==> config.mk <==
export PLATFORM = sky130hd
export DESIGN_NAME = fx_dot_accum
export DESIGN_NICKNAME = d
export VERILOG_FILES = /design/src/rtl/fx_pkg.sv /design/src/rtl/fx_sat.sv /design/src/rtl/fx_dot_accum.sv
export SDC_FILE = /design/constraint.sdc
export NUM_CORES = 1
export LEC_CHECK = 0
export ABC_AREA = 1
export CAP_MARGIN = 10
export CORE_MARGIN = 5
export CORE_UTILIZATION = 49
export DETAILED_ROUTE_END_ITERATION = 6
export HOLD_SLACK_MARGIN = 0.02
export PLACE_DENSITY_LB_ADDON = 0.3
export SETUP_SLACK_MARGIN = 0.05
export SLEW_MARGIN = 15
export SYNTH_ARGS = -nofsm -noshare
export SYNTH_HDL_FRONTEND = slang
export SYNTH_SLANG_ARGS = --single-unit
==> constraint.sdc <==
create_clock -name clk -period 6.6 [get_ports clk]
set_clock_uncertainty 0.1 [all_clocks]
set_input_delay 1.32 -clock clk [delete_from_list [all_inputs] [get_ports clk]]
set_output_delay 1.32 -clock clk [all_outputs]
set_load 0.1 [all_outputs]
==> src/rtl/fx_pkg.sv <==
// Shared Q-format constants, FSM state type and saturation limits for the
// fixed-point datapath blocks (default build wraps; see FX_DOT_ACCUM_SATURATE_EN).
package fx_pkg;

    localparam int FX_WIDTH        = 32;
    localparam int FX_DECIMAL_BITS = 16;

    typedef enum logic [1:0] {
        IDLE = 2'd0,
        ACC  = 2'd1,
        OUT  = 2'd2
    } fx_state_e;

    localparam logic [FX_WIDTH-1:0] FX_MAX = {1'b0, {(FX_WIDTH-1){1'b1}}};
    localparam logic [FX_WIDTH-1:0] FX_MIN = {1'b1, {(FX_WIDTH-1){1'b0}}};

endpackage

==> src/rtl/fx_sat.sv <==
// Narrows a wide signed sum to WIDTH bits and flags overflow.
// FX_DOT_ACCUM_SATURATE_EN clamps on overflow; otherwise the low bits wrap.
module fx_sat
    import fx_pkg::*;
#(
    parameter int WIDTH = FX_WIDTH,
    parameter int ACC_W = FX_WIDTH + 4
) (
    input  logic [ACC_W-1:0] sum_i,
    output logic [WIDTH-1:0] data_o,
    output logic             ovf_o
);

    localparam logic [WIDTH-1:0] SAT_MAX = {1'b0, {(WIDTH-1){1'b1}}};
    localparam logic [WIDTH-1:0] SAT_MIN = {1'b1, {(WIDTH-1){1'b0}}};

    // The value fits only when every bit above the result's sign bit equals it.
    logic [ACC_W-WIDTH:0] top_s;
    assign top_s = sum_i[ACC_W-1:WIDTH-1];

    // Range check and output narrowing.
    always_comb begin
        ovf_o = ~((&top_s) | ~(|top_s));
`ifdef FX_DOT_ACCUM_SATURATE_EN
        if (ovf_o) begin
            data_o = sum_i[ACC_W-1] ? SAT_MIN : SAT_MAX;
        end else begin
            data_o = sum_i[WIDTH-1:0];
        end
`else
        data_o = sum_i[WIDTH-1:0];
`endif
    end

endmodule

==> src/rtl/fx_dot_accum.sv <==
// Streaming row accumulator: sums N_TERMS signed fixed-point products per row and
// emits one WIDTH-bit result with overflow flag. Optional FX_DOT_ACCUM_SATURATE_EN.
module fx_dot_accum
    import fx_pkg::*;
#(
    parameter int WIDTH        = FX_WIDTH,
    parameter int DECIMAL_BITS = FX_DECIMAL_BITS,
    parameter int N_TERMS      = 6
) (
    input  logic             clk,
    input  logic             rst_n,
    input  logic             clear,
    input  logic             in_valid,
    output logic             in_ready,
    input  logic [WIDTH-1:0] in_data,
    output logic             out_valid,
    input  logic             out_ready,
    output logic [WIDTH-1:0] out_data,
    output logic             out_ovf,
    output logic             busy
);

    localparam int ACC_W = WIDTH + $clog2(N_TERMS) + 1;
    localparam int CNT_W = $clog2(N_TERMS + 1);
    localparam logic [CNT_W-1:0] LAST_CNT = CNT_W'(N_TERMS - 1);

    if (DECIMAL_BITS >= WIDTH || N_TERMS < 1) begin : g_bad_cfg
        $error("fx_dot_accum: invalid DECIMAL_BITS/N_TERMS");
    end

    fx_state_e        state_q, state_d;
    logic [ACC_W-1:0] acc_q, acc_d;
    logic [CNT_W-1:0] cnt_q, cnt_d;
    logic             out_valid_q, out_valid_d;
    logic [WIDTH-1:0] out_data_q, out_data_d;
    logic             out_ovf_q, out_ovf_d;

    logic [ACC_W-1:0] sext_s;
    logic [ACC_W-1:0] sum_s;
    logic [WIDTH-1:0] sat_data_s;
    logic             sat_ovf_s;
    logic             accept_s;
    logic             last_s;

    // A beat taken in IDLE or OUT is term 0 of a new row, so it replaces the sum.
    assign sext_s   = {{(ACC_W-WIDTH){in_data[WIDTH-1]}}, in_data};
    assign sum_s    = (state_q == ACC) ? (acc_q + sext_s) : sext_s;
    assign in_ready = rst_n & ~clear & ((state_q != OUT) | out_ready);
    assign accept_s = in_valid & in_ready;
    assign last_s   = (state_q == ACC) ? (cnt_q == LAST_CNT) : (N_TERMS == 1);

    fx_sat #(
        .WIDTH (WIDTH),
        .ACC_W (ACC_W)
    ) u_sat (
        .sum_i  (sum_s),
        .data_o (sat_data_s),
        .ovf_o  (sat_ovf_s)
    );

    // Next-state logic for the row FSM, accumulator, term counter and result.
    always_comb begin
        state_d     = state_q;
        acc_d       = acc_q;
        cnt_d       = cnt_q;
        out_valid_d = out_valid_q;
        out_data_d  = out_data_q;
        out_ovf_d   = out_ovf_q;
        if (clear) begin
            state_d     = IDLE;
            acc_d       = '0;
            cnt_d       = '0;
            out_valid_d = 1'b0;
        end else if (accept_s) begin
            acc_d = sum_s;
            cnt_d = (state_q == ACC) ? (cnt_q + CNT_W'(1)) : CNT_W'(1);
            if (last_s) begin
                state_d     = OUT;
                out_valid_d = 1'b1;
                out_data_d  = sat_data_s;
                out_ovf_d   = sat_ovf_s;
            end else begin
                state_d     = ACC;
                out_valid_d = 1'b0;
            end
        end else if ((state_q == OUT) && out_ready) begin
            state_d     = IDLE;
            out_valid_d = 1'b0;
        end else begin
            state_d = state_q;
        end
    end

    // State and output registers.
    always_ff @(posedge clk or negedge rst_n) begin
        if (!rst_n) begin
            state_q     <= IDLE;
            acc_q       <= '0;
            cnt_q       <= '0;
            out_valid_q <= 1'b0;
            out_data_q  <= '0;
            out_ovf_q   <= 1'b0;
        end else begin
            state_q     <= state_d;
            acc_q       <= acc_d;
            cnt_q       <= cnt_d;
            out_valid_q <= out_valid_d;
            out_data_q  <= out_data_d;
            out_ovf_q   <= out_ovf_d;
        end
    end

    assign out_valid = out_valid_q;
    assign out_data  = out_data_q;
    assign out_ovf   = out_ovf_q;
    assign busy      = (state_q != IDLE);

endmodule
== After elaboration in Yosys (flattened, before gate mapping) ==
Cells that the tools add are included.
Word-level totals
  register bits after elaboration: 75
  bits in latches: 0
  bits in writable memories: 0
  ROM bits: 0
  input port bits: 37
  output and inout port bits: 36
  logic and storage cells: 42
  memories kept: 0
Cells by class
  add/sub/neg operators: 2
  $mul: 0
  divide/modulo/power cells: 0
  order comparisons: 0
  eq/ne operators: 4
  shift-type cells: 0
  multiplexer cells: 15
  bitwise operators: 8
  reduce and logical (&&, ||, !) cells: 7
Operators with widths (count)
  36-bit two-way mux: 3
  36-bit adder: 1
  3-bit two-way mux: 3
  2-bit two-way mux: 4
  1-bit two-way mux: 5
  5-bit AND reduction: 1
  5-bit OR reduction: 1
  2-bit nonzero test: 2
  3-bit by 1-bit adder with 3-bit output (second input constant): 1
  1-bit AND: 3
  3-bit == test (second input constant): 1
  1-bit inverter: 3
  3-bit AND reduction: 1
  3-bit nonzero test: 1
  2-bit by 1-bit == test with 1-bit output (second input constant): 1
  2-bit == test (second input constant): 1
  2-bit inequality test (second input constant): 1
  1-bit OR: 2
  1-bit logical AND: 1

== Depth between registers and ports, before layout ==
Gate-level depths: netlist (run 1).
  depth after elaboration: 6
  depth in mapped cells: 19

== Cells and area by module ==
From an unflattened synthesis (run 1), not the netlist that was laid out.
Unflattened totals
  cells, all modules: 945
  area total of the unflattened synthesis: 6130.9 um2
Modules (own cells, without submodules)
  fx_dot_accum: instances 1, cells each 904, area an instance 5855.6 um2, seq. area each 1851.8 um2
  fx_sat: instances 1, cells each 41, area an instance 275.3 um2, seq. area each 0.0 um2

== Worst setup path before layout (run 1) ==
No wires, ideal clock.
  path kind: input port to output port
  from: input port clear
  to: output port in_ready
  data arrival time: 2114 ps
  required time: 5180 ps
  setup slack: 3066 ps
  cell stages on the path: 3
  buffers on the path: 0
  cell sequence: inv_1 > o311ai_1 > inv_1
Between the ends
  word-level cells in the longest chain between the ends: 3
Ends and longest elaborated chain
  start: declaration: RTL line fx_dot_accum.sv:12  | input logic clear,
  1-bit inverter (no line)
  1-bit AND (2 in a row): RTL line fx_dot_accum.sv:48  | assign in_ready = rst_n & ~clear & ((state_q != OUT) | out_ready);
  end: declaration: RTL line fx_dot_accum.sv:14  | output logic in_ready,
Every way passes these cells.

== Final worst setup path (run 1) ==
Ends and elaborated chain as after synthesis.

==> reports/qor.txt, run 1 <==
=================================================================================
Share of synthesized registers carrying an async set or reset               1.000
Total leakage power                                                      3.219 nW
Worst Reg2Reg Path Length in Cells                                              8
Max Slew Vio Count                                                              0
Number of vias per cell                                                     5.264
Power Internal                                                        0.0007750 W
Clk slew on worst S/H paths                                               0.09 ns
Share of cells above drive strength 1                                     0.07464
Post-detailed-route wirelength per cell                                  14.40 µm
Nets                                                                          914
PwrDens                                                              186.6 nW/µm²
Die Y                                                                    115.0 µm
DRC Markers                                                                     0
Power Total                                                            0.001201 W
Clock tree from TritonCTS                                                     yes
Initial antenna violation count                                                 0
Maximum frequency from static timing analysis                           216.7 MHz
Share of total power in the clock network                                   0.309
Dominant cells by area after synthesis                               sky130_fd_sc_hd__dfrtp_1 34%, sky130_fd_sc_hd__nand2_1 17%, sky130_fd_sc_hd__ha_1 8.6%, sky130_fd_sc_hd__o21ai_0 8.5%, sky130_fd_sc_hd__inv_1 5.4%
Total iterations of the first detailed-routing run                              5
Clock buffer count from CTS                                                     9
Area enclosed by the die boundary                                       13220 µm²
Initial detailed-routing violation count                                      295
Final min period                                                         4.615 ns
FF-to-FF End                                                            acc_q[10]
Count of warnings emitted by yosys                                              0
Accumulated negative setup slack                                             0 ns
Detailed placement HPWL                                                  10.65 mm
Final design area excluding fillers                                      6436 µm²
Port bufs                                                                      72
Antenna diode instance count                                                    0
Setup bufs post-CTS                                                             0
IR drop worst, VDD                                                      0.1175 mV
Count of maximum capacitance violations                                         0
Count of cell instances traversed by the critical path                          5
Minimum setup slack among reg-to-reg paths                                3.52 ns
Total net switching power                                             0.0004260 W
Capturing instance or port of the critical path                          in_ready
Crit path arrival time                                                    3.19 ns
Cell Chain, Critical Path                                            clkdlybuf4s50_1 > inv_1 > o311ai_1 > inv_1 > clkdlybuf4s50_1
Cell taking the most area after synthesis                            sky130_fd_sc_hd__dfrtp_1
Origin of the worst setup path                                              clear
Register area share after synthesis                                        0.3430
Pin count of the biggest net entering global routing                           75
Type of element launching the critical path                             input pin
GR Util All Layers                                                         0.2291
Post-Synthesis Net Count                                                      848
Number of synthesized register bits                                            74
Fillers                                                                      1023
Die width                                                                115.0 µm
CTS root buffer                                                      sky130_fd_sc_hd__clkbuf_8
Status                                                               finished, final reports clean
Core footprint                                                          10840 µm²
Proportion of netlist area held by the largest area contributor            0.3430
Worst endpoint required time                                              5.18 ns
Number of failing hold endpoints at the final stage                             0
Share of power burned in registers                                          0.403
Final routed wirelength across all metal layers                          14.17 mm
Sw Ratio                                                                   0.3547
Maximum fanout along the worst path                                             4
Number of buffer and inverter instances along the worst setup path              4
Combined flip-flop and latch cell area                                   1852 µm²
Syn Inst Count                                                                773
Reg2reg start                                                          state_q[1]
Min-delay worst type                                                 register to register
Logic pwr share                                                             0.288
Worst Setup End Kind                                                  output port
Count of flip-flops with a built-in enable after synthesis                      0
CTS-repair resized insts                                                        0
Total number of clock tree sinks                                               74
Worst-Skew Late Latency                                                   0.37 ns
Buffer depth of the longest clock path                                          2
Slowest cell on the critical path                                    sky130_fd_sc_hd__clkdlybuf4s50_1
Global-route wire length before repair                                   24.36 mm
Post-Syn Area per Cell                                                  6.984 µm²
Unrepaired setup endpoints after global routing                             false
Highest cell delay on the worst timing path                               1.14 ns
Boundary Pins                                                                  73
Post-route antenna net violation count                                          0
Multi-input gate area in the final layout                                3169 µm²
Critical path start-end classification                               input pin to output port
GR Overflow Total                                                               0
Max_slew headroom                                                          0.2601
Number of global-route vias before repair                                    5075
Post-layout util                                                           0.5937
Count of distinct cell types in the synthesized netlist                        38
Largest delay share family, worst path                               buffers and inverters
Worst-Margin Slew                                                        1.103 ns
Post-placement cell area                                                 6233 µm²
CTS H-tree lvls                                                                 3
Synthesis-to-finish area growth                                            19.21%
Synth Flop Type                                                      sky130_fd_sc_hd__dfrtp_1
Endpoints failing setup                                                         0
Hold buffer count at cts                                                        0
FP Rows                                                                        38
Routed via count                                                             5180
Initial core utilization                                                   0.4980
Share of the clock period used by the worst path after layout              0.6992
Placer congestion estimate                                                 0.9099
Synthesized area                                                         5399 µm²
=================================================================================
## sequential cells by signal, summed over array words and instances, names as in the netlist
register	cells
acc_q	36
cnt_q	3
out_data	32
out_ovf	1
state_q	2
## synthesized netlist by cell type, types with 2 or more instances
cell type	n
sky130_fd_sc_hd__o211ai_1	2
sky130_fd_sc_hd__o21bai_1	3
sky130_fd_sc_hd__buf_2	8
sky130_fd_sc_hd__xnor2_1	6
sky130_fd_sc_hd__xor2_1	16
sky130_fd_sc_hd__a31oi_1	2
sky130_fd_sc_hd__nand2_2	12
sky130_fd_sc_hd__a21oi_1	38
sky130_fd_sc_hd__o21ai_0	92
sky130_fd_sc_hd__nor2_2	6
sky130_fd_sc_hd__inv_1	78
sky130_fd_sc_hd__nand4_1	3
sky130_fd_sc_hd__inv_2	2
sky130_fd_sc_hd__nor2_1	50
sky130_fd_sc_hd__nand2_1	246
sky130_fd_sc_hd__o21ai_1	14
sky130_fd_sc_hd__a21o_1	2
sky130_fd_sc_hd__nand2_4	3
sky130_fd_sc_hd__clkbuf_1	10
sky130_fd_sc_hd__ha_1	37
sky130_fd_sc_hd__or2_2	5
sky130_fd_sc_hd__nand3_2	5
sky130_fd_sc_hd__nand3_1	36
sky130_fd_sc_hd__nor3_1	4
sky130_fd_sc_hd__dfrtp_1	74
sky130_fd_sc_hd__a21oi_2	7
## logic make-up after synthesis
kind of cell | synth area share
adders and majority gates | 0.08945
xor gates and xnor gates | 0.03569
buffers and inverters | 0.07138
and+or+nand+nor | 0.2948
AOI/OAI and AO/OA | 0.1657
DFF | 0.3430
## per-stage QoR
step                      setup WS, ns  cells  hold slack, ns
after floorplan                  3.066    773          0.3531
after global placement           2.002    968          0.3616
after detailed placement         1.987    968          0.3649
after CTS                        1.982    984          0.3874
after global routing             1.897    984          0.4085
final                            1.985    984          0.3845
## layout by cell type (no fill, tap or decap), types with 16 or more instances in the layout
cell type	Yosys	layout
sky130_fd_sc_hd__nand2_1	246	246
sky130_fd_sc_hd__o21ai_0	92	92
sky130_fd_sc_hd__inv_1	78	78
sky130_fd_sc_hd__dfrtp_1	74	74
sky130_fd_sc_hd__clkdlybuf4s50_1	0	71
sky130_fd_sc_hd__nor2_1	50	49
sky130_fd_sc_hd__a21oi_1	38	38
sky130_fd_sc_hd__ha_1	37	37
sky130_fd_sc_hd__nand3_1	36	36
sky130_fd_sc_hd__xor2_1	16	16
## worst min path at each step
stage	from	endpoint	slack [ns]	cells past startpoint
after floorplan	acc_q[27]	acc_q[27]	0.35	2
after global placement	out_data[27]	out_data[27]	0.36	2
after detailed placement	out_ovf	out_ovf	0.36	2
after CTS	out_ovf	out_ovf	0.39	2
after global routing	acc_q[7]	acc_q[7]	0.41	2
final	out_ovf	out_ovf	0.38	2
## power by group through the flow
stage	Sequential, W	Clock (W)	Combinational (W)
finish	0.000484	0.000371	0.000346
global route	0.000486	0.000404	0.000388
CTS	0.000484	0.000381	0.000346
detailed placement	0.000492	0	0.000343
global placement	0.000492	0	0.000338
floorplan	0.000513	0	0.000221
## routing by layer
layer / share of wire / up-vias / track usage
li1: - / 2637 / -
met1: 0.49 / 2399 / 0.3152
met2: 0.44 / 118 / 0.3596
met3: 0.044 / 26 / 0.04000
met4: 0.022 / 0 / 0.09077
met5: 0 / - / 0
## worst min-delay path: stages, from the launching register on
cell,delay [ns]
sky130_fd_sc_hd__dfrtp_1,0.35
sky130_fd_sc_hd__nand2_1,0.05
sky130_fd_sc_hd__nand2_1,0.05
## final cells by class
| class | instances | share of cell area |
|---|---|---|
| repair buffers | 74 | 0.1139 |
| flip-flops and latches | 74 | 0.2877 |
| clock inverters | 6 | 0.01011 |
| well taps | 140 | 0.02722 |
| multi-input cells | 599 | 0.4924 |
| inverters | 81 | 0.04724 |
| clock buffers | 10 | 0.02138 |
Power figures use the tool's default switching activity.
==> inputs of run 2 (changes only) <==
==> constraint.sdc (replaced) <==
create_clock -name clk -period 4.76 [get_ports clk]
set_clock_uncertainty 0.1 [all_clocks]
set_input_delay 0.952 -clock clk [delete_from_list [all_inputs] [get_ports clk]]
set_output_delay 0.952 -clock clk [all_outputs]
set_load 0.1 [all_outputs]
==> run 2 against run 1 <==
Net effect: sequential power rose by 38%; routed wire length rose by 5.8%; largest cell class unchanged; hold slack got worse by 0.0023 ns; clock-buffer cell count fell by 1; via count rose by 1.3%; die area did not move.
==> reports/qor.txt, run 2 (synthesis gave the netlist of run 1 again) <==
============================================================================
Status                                                          finished, final reports clean   unchanged
Max_slew headroom                                                     0.3199   was 0.2601
Post-route antenna net violation count                                     0   unchanged
Total leakage power                                                 3.269 nW   was 3.219 nW
Detailed placement HPWL                                             11.35 mm   was 10.65 mm
Buffer depth of the longest clock path                                     2   unchanged
Worst-Skew Late Latency                                              0.38 ns   was 0.37 ns
Endpoints failing setup                                                    0   unchanged
Final min period                                                    3.342 ns
Leading cell types in the layout, fill and taps excluded        246 x sky130_fd_sc_hd__nand2_1, 92 x sky130_fd_sc_hd__o21ai_0, 78 x sky130_fd_sc_hd__inv_1   unchanged
Initial detailed-routing violation count                                 320   was 295
Share of cells above drive strength 1                                0.07801   was 0.07464
Critical path start-end classification                          input pin to register   was input pin to output port
Die width                                                           115.0 µm   unchanged
Die Y                                                               115.0 µm   unchanged
Total number of clock tree sinks                                          74   unchanged
Global-route wire length before repair                              25.17 mm   was 24.36 mm
Number of failing hold endpoints at the final stage                        0   unchanged
Maximum frequency from static timing analysis                      299.2 MHz
Share of total power in the clock network                              0.358   was 0.309
Pin count of the biggest net entering global routing                      75   unchanged
GR Util All Layers                                                    0.2387   was 0.2291
Unrepaired setup endpoints after global routing                        false   unchanged
Port bufs                                                                 72   unchanged
Share of power burned in registers                                     0.372   was 0.403
Initial core utilization                                              0.4980   unchanged
Type of element launching the critical path                        input pin   unchanged
Crit path arrival time                                               3.50 ns   was 3.19 ns
Worst Setup End Kind                                                register   was output port
Core footprint                                                     10840 µm²   unchanged
Max reg flops                                                             36   unchanged
Clock buffer count from CTS                                                9   unchanged
Post-layout worst setup margin                                      1.418 ns   was 1.985 ns
Accumulated negative setup slack                                        0 ns   unchanged
GR Overflow Total                                                          0   unchanged
Worst endpoint required time                                         4.92 ns   was 5.18 ns
IR drop worst, VDD                                                 0.1869 mV   was 0.1175 mV
Worst slack at placement                                            1.060 ns   was 1.987 ns
Setup bufs post-CTS                                                        0   unchanged
Total net switching power                                        0.0005866 W   was 0.0004260 W
CTS root buffer                                                 sky130_fd_sc_hd__clkbuf_8   unchanged
Share of the clock period used by the worst path after layout         0.7021
Max Slew Vio Count                                                         0   unchanged
Largest register by flop count                                         acc_q   unchanged
FP Rows                                                                   38   unchanged
Nets                                                                     918   was 914
Number of vias per cell                                                5.319   was 5.264
CTS H-tree lvls                                                            3   unchanged
Number of global-route vias before repair                               5099   was 5075
CTS-repair resized insts                                                   0   unchanged
Initial antenna violation count                                            0   unchanged
Maximum fanout along the worst path                                        3   was 4
Placer congestion estimate                                            0.9162   was 0.9099
Worst-Margin Slew                                                   1.017 ns   was 1.103 ns
Synthesis-to-finish area growth                                       20.88%   was 19.21%
Hold buffer count at cts                                                   0   unchanged
Power Internal                                                    0.001215 W   was 0.0007750 W
Final routed wirelength across all metal layers                     14.99 mm   was 14.17 mm
PwrDens                                                         276.1 nW/µm²   was 186.6 nW/µm²
Logic pwr share                                                        0.270   was 0.288
Clk slew on worst S/H paths                                          0.08 ns   was 0.09 ns
Count of maximum capacitance violations                                    0   unchanged
DRC Markers                                                                0   unchanged
Post-detailed-route wirelength per cell                             15.20 µm   was 14.40 µm
Clock tree from TritonCTS                                                yes   unchanged
Boundary Pins                                                             73   unchanged
Min-delay worst type                                            register to register   unchanged
Area enclosed by the die boundary                                  13220 µm²   unchanged
Total iterations of the first detailed-routing run                         4   was 5
Most common library cell in the layout ignoring fill and taps   sky130_fd_sc_hd__nand2_1   unchanged
Antenna diode instance count                                               0   unchanged
Sw Ratio                                                              0.3255   was 0.3547
Routed via count                                                        5245   was 5180
============================================================================
-- run 2: worst paths after layout --
check / start / endpoint / slack (ns) / cells after the start
min reg2reg: out_data[30] / out_data[30] / 0.38 / 2
max reg2reg: acc_q[0] / out_ovf / 2.13 / 19
max in group asynchronous: rst_n / acc_q[20] / 3.18 / 2
min: out_data[30] / out_data[30] / 0.38 / 2
max: in_data[0] / out_ovf / 1.42 / 20
min in group asynchronous: rst_n / out_data[2] / 0.73 / 2
-- run 2: critical path, cell delays in order --
cell	delay [ns]
sky130_fd_sc_hd__clkdlybuf4s50_1	0.50
sky130_fd_sc_hd__ha_1	0.23
sky130_fd_sc_hd__inv_1	0.07
sky130_fd_sc_hd__fa_1	0.39
sky130_fd_sc_hd__inv_1	0.12
sky130_fd_sc_hd__nand3_1	0.10
sky130_fd_sc_hd__nand3_1	0.11
sky130_fd_sc_hd__nand2_1	0.06
sky130_fd_sc_hd__nand2_1	0.09
sky130_fd_sc_hd__nand2_1	0.09
sky130_fd_sc_hd__nand2_2	0.09
sky130_fd_sc_hd__nand2_1	0.08
sky130_fd_sc_hd__nand2_1	0.08
sky130_fd_sc_hd__nand2_1	0.04
sky130_fd_sc_hd__nand3_1	0.08
sky130_fd_sc_hd__nand2_1	0.08
sky130_fd_sc_hd__nor2_1	0.11
sky130_fd_sc_hd__nand3_1	0.09
sky130_fd_sc_hd__nand3_1	0.08
sky130_fd_sc_hd__nand2_1	0.06
-- run 2: cell type report --
type	instances	area, µm²
sequential	74	1852
fill	1033	4314
timing repair buffer	78	773.2
tap	140	175.2
multi-input combinational	599	3169
clock inverter	5	128.9
inverter	81	304.0
clock buffer	9	123.9
-- run 2: power by group through the flow --
stage	clock network, W	registers [W]	logic [W]
finish	0.000645	0.000670	0.000487
global route	0.000679	0.000673	0.000543
CTS	0.000655	0.000670	0.000484
detailed placement	0	0.000682	0.000480
floorplan	0	0.000711	0.000306
global placement	0	0.000681	0.000477
-- run 2: layer usage --
metal,vias up,part of all wire,track usage
met5,-,0,0
met4,0,0.017,0.08529
met3,20,0.053,0.03368
met1,2423,0.49,0.3458
met2,152,0.44,0.3650
li1,2650,-,-
-- run 2: metrics by stage --
stage / util / power, W / hold slack [ns] / instance area, µm² / std cells
2_1_floorplan: - / 0.001018 / 0.3531 / 5399 / 773
3_3_place_gp: 0.5787 / 0.001158 / 0.3644 / 6274 / 972
3_5_place_dp: 0.5787 / 0.001162 / 0.3689 / 6274 / 972
4_1_cts: 0.6020 / 0.001809 / 0.3892 / 6526 / 986
5_1_grt: 0.6020 / 0.001896 / 0.4139 / 6526 / 986
6_report: 0.6020 / 0.001802 / 0.3823 / 6526 / 986
==> inputs of run 3 (changes only) <==
==> constraint.sdc (replaced) <==
create_clock -name clk -period 2.7 [get_ports clk]
set_clock_uncertainty 0.1 [all_clocks]
set_input_delay 0.54 -clock clk [delete_from_list [all_inputs] [get_ports clk]]
set_output_delay 0.54 -clock clk [all_outputs]
set_load 0.1 [all_outputs]
==> run 3 against run 2 <==
Net effect: cell count grew 10%; routed wire length is 11% higher; hold slack worse by 0.061 ns; register-to-register slack worse by 1.8 ns; die area unchanged; power rose by 81%; highest routed layer unchanged; sequential share of layout area fell by 4.2 points.
==> reports/qor.txt, run 3 (synthesis gave the netlist of run 1 again) <==
=================================================================================
FP Rows                                                                        38   unchanged
Die width                                                                115.0 µm   unchanged
Max_slew headroom                                                          0.3674   was 0.3199
Hold slack                                                              0.3217 ns   was 0.3823 ns
Total number of clock tree sinks                                               74   unchanged
Initial detailed-routing violation count                                      409   was 320
Reg2reg start                                                            acc_q[0]   unchanged
Initial antenna violation count                                                 0   unchanged
Post-route antenna net violation count                                          0   unchanged
Synthesis-to-finish area growth                                            41.92%   was 20.88%
Slowest cell on the critical path                                    sky130_fd_sc_hd__clkdlybuf4s50_1   unchanged
Maximum fanout along the worst path                                             4   was 3
Final routed wirelength across all metal layers                          16.60 mm   was 14.99 mm
FF-to-FF End                                                          out_data[4]   was out_ovf
Final instance count without filler cells                                    1085   was 986
Max Slew Vio Count                                                              0   unchanged
Die Y                                                                    115.0 µm   unchanged
Minimum setup slack among reg-to-reg paths                                0.32 ns   was 2.13 ns
Final min period                                                         2.598 ns
Clock tree from TritonCTS                                                     yes   unchanged
Unrepaired setup endpoints after global routing                              true   was false
DRC Markers                                                                     0   unchanged
Initial core utilization                                                   0.4980   unchanged
Accumulated negative setup slack                                             0 ns   unchanged
Buffer depth of the longest clock path                                          2   unchanged
IR drop worst, VDD                                                      0.3322 mV   was 0.1869 mV
Cell Count Post-Placement                                                    1060   was 972
Type of element launching the critical path                             input pin   unchanged
Status                                                               finished, final reports clean   unchanged
Post-placement cell area                                                 6848 µm²   was 6274 µm²
Leading cell types in the layout, fill and taps excluded             237 x sky130_fd_sc_hd__nand2_1, 139 x sky130_fd_sc_hd__buf_4, 86 x sky130_fd_sc_hd__o21ai_0   was 246 x sky130_fd_sc_hd__nand2_1, 92 x sky130_fd_sc_hd__o21ai_0, 78 x sky130_fd_sc_hd__inv_1
Core footprint                                                          10840 µm²   unchanged
Endpoints failing setup                                                         0   unchanged
Area enclosed by the die boundary                                       13220 µm²   unchanged
Worst-Skew Late Latency                                                   0.38 ns   about the same
Min-delay worst type                                                 input pin to asynchronous set/reset pin   was register to register
Clk slew on worst S/H paths                                               0.08 ns   about the same
Number of buffer and inverter instances along the worst setup path              1   was 3
Count of maximum capacitance violations                                         0   unchanged
Share of cells above drive strength 1                                      0.2836   was 0.07801
Total leakage power                                                      3.917 nW   was 3.269 nW
Max reg flops                                                                  36   unchanged
Critical path start-end classification                               input pin to register   unchanged
Share of the clock period used by the worst path after layout              0.9623
Nets                                                                         1015   was 918
GR Util All Layers                                                         0.2499   was 0.2387
Highest cell delay on the worst timing path                               0.52 ns   was 0.50 ns
Most common library cell in the layout ignoring fill and taps        sky130_fd_sc_hd__nand2_1   unchanged
Pin count of the biggest net entering global routing                           75   unchanged
Worst Reg2Reg Path Length in Cells                                             16   was 19
Power Total                                                            0.003265 W   was 0.001802 W
Global-route wire length before repair                                   26.41 mm   was 25.17 mm
Routed via count                                                             5732   was 5245
Worst-Margin Slew                                                       0.9489 ns   was 1.017 ns
Port bufs                                                                      72   unchanged
Largest register by flop count                                              acc_q   unchanged
Total iterations of the first detailed-routing run                              5   was 4
PwrDens                                                              426.2 nW/µm²   was 276.1 nW/µm²
Worst endpoint required time                                              2.87 ns   was 4.92 ns
Antenna diode instance count                                                    0   unchanged
Largest delay share family, worst path                               compound AO/OA/AOI/OAI gates   was simple AND/OR/NAND/NOR gates
Cell Chain, Critical Path                                            clkdlybuf4s50_1 > ha_4 > a21oi_2 > o21ai_1 > a21oi_2 > nand2_4 > a21oi_4 > nor2_1 > nor2_1 > xor2_1 > nand2_1 > nand3_1 > nand2_1   was clkdlybuf4s50_1 > ha_1 > inv_1 > fa_1 > inv_1 > nand3_1 > nand3_1 > nand2_1 > nand2_1 > nand2_1 > nand2_2 > nand2_1 > nand2_1 > nand2_1 > nand3_1 > nand2_1 > nor2_1 > nand3_1 > nand3_1 > nand2_1
Detailed placement HPWL                                                  11.95 mm   was 11.35 mm
GR Overflow Total                                                               0   unchanged
Maximum frequency from static timing analysis                           384.9 MHz
Clock buffer count from CTS                                                     9   unchanged
Number of global-route vias before repair                                    5623   was 5099
CTS root buffer                                                      sky130_fd_sc_hd__clkbuf_8   unchanged
Hold buffer count at cts                                                        0   unchanged
CTS H-tree lvls                                                                 3   unchanged
Crit path arrival time                                                    2.77 ns   was 3.50 ns
Number of failing hold endpoints at the final stage                             0   unchanged
Final design area excluding fillers                                      7662 µm²   was 6526 µm²
Boundary Pins                                                                  73   unchanged
Post-detailed-route wirelength per cell                                  15.30 µm   was 15.20 µm
Placer congestion estimate                                                 0.8826   was 0.9162
Number of vias per cell                                                     5.283   was 5.319
Worst Setup End Kind                                                     register   unchanged
=================================================================================
==> run 3: through the flow <==
step / util / setup slack (ns)
final: 0.7068 / 0.1017
after floorplan: - / 0.09495
after global placement: 0.6317 / -0.3670
after detailed placement: 0.6317 / -0.4308
after global routing: 0.7068 / -0.02673
after CTS: 0.6565 / 0.05384
==> run 3: worst max path at each step <==
stage	from	to	slack [ns]	depth (start not counted)
CTS	in_data[0]	acc_q[12]	0.05	16
finish	in_data[10]	acc_q[29]	0.10	13
floorplan	state_q[1]	out_data[15]	0.09	9
detailed placement	in_data[0]	out_ovf	-0.43	18
global placement	in_data[0]	out_ovf	-0.37	20
global route	in_data[20]	out_ovf	-0.03	15
==> run 3: power breakdown <==
part           internal (W)  total [W]  switching (W)
clock              0.000449   0.000894       0.000445
combinational      0.000517    0.00118       0.000658
sequential          0.00115    0.00120      0.0000421
==> run 3: what timing repair did <==
action,CTS,global route
pin swaps,6,16
endpoints found under the setup margin,8,41
buffers inserted,6,3
resized for setup,10,89
==> run 3: final cells by class <==
class | instances | area (µm²)
clock buffer | 11 | 141.4
clock inverter | 5 | 53.80
fill | 855 | 3178
inverter | 81 | 304.0
multi-input combinational | 599 | 3684
sequential | 74 | 1853
tap | 140 | 175.2
timing repair buffer | 175 | 1451
==> run 3: metal layers <==
metal | GRT usage | wire [µm]
met5 | 0 | 0
met4 | 0.1025 | 414
met3 | 0.03895 | 968
met2 | 0.3885 | 7588
met1 | 0.3484 | 7630
==> run 3: worst register-to-register path, stage by stage, from the launching register on <==
cell,delay [ns]
sky130_fd_sc_hd__dfrtp_1,0.40
sky130_fd_sc_hd__ha_2,0.18
sky130_fd_sc_hd__inv_1,0.07
sky130_fd_sc_hd__fa_2,0.21
sky130_fd_sc_hd__inv_2,0.05
sky130_fd_sc_hd__nand3_2,0.07
sky130_fd_sc_hd__nand3_2,0.09
sky130_fd_sc_hd__buf_4,0.13
sky130_fd_sc_hd__buf_4,0.12
sky130_fd_sc_hd__buf_4,0.12
sky130_fd_sc_hd__buf_4,0.12
sky130_fd_sc_hd__buf_4,0.11
sky130_fd_sc_hd__buf_4,0.12
sky130_fd_sc_hd__nand2_1,0.08
sky130_fd_sc_hd__nand3_1,0.08
sky130_fd_sc_hd__o21ai_0,0.10
sky130_fd_sc_hd__o21ai_0,0.11
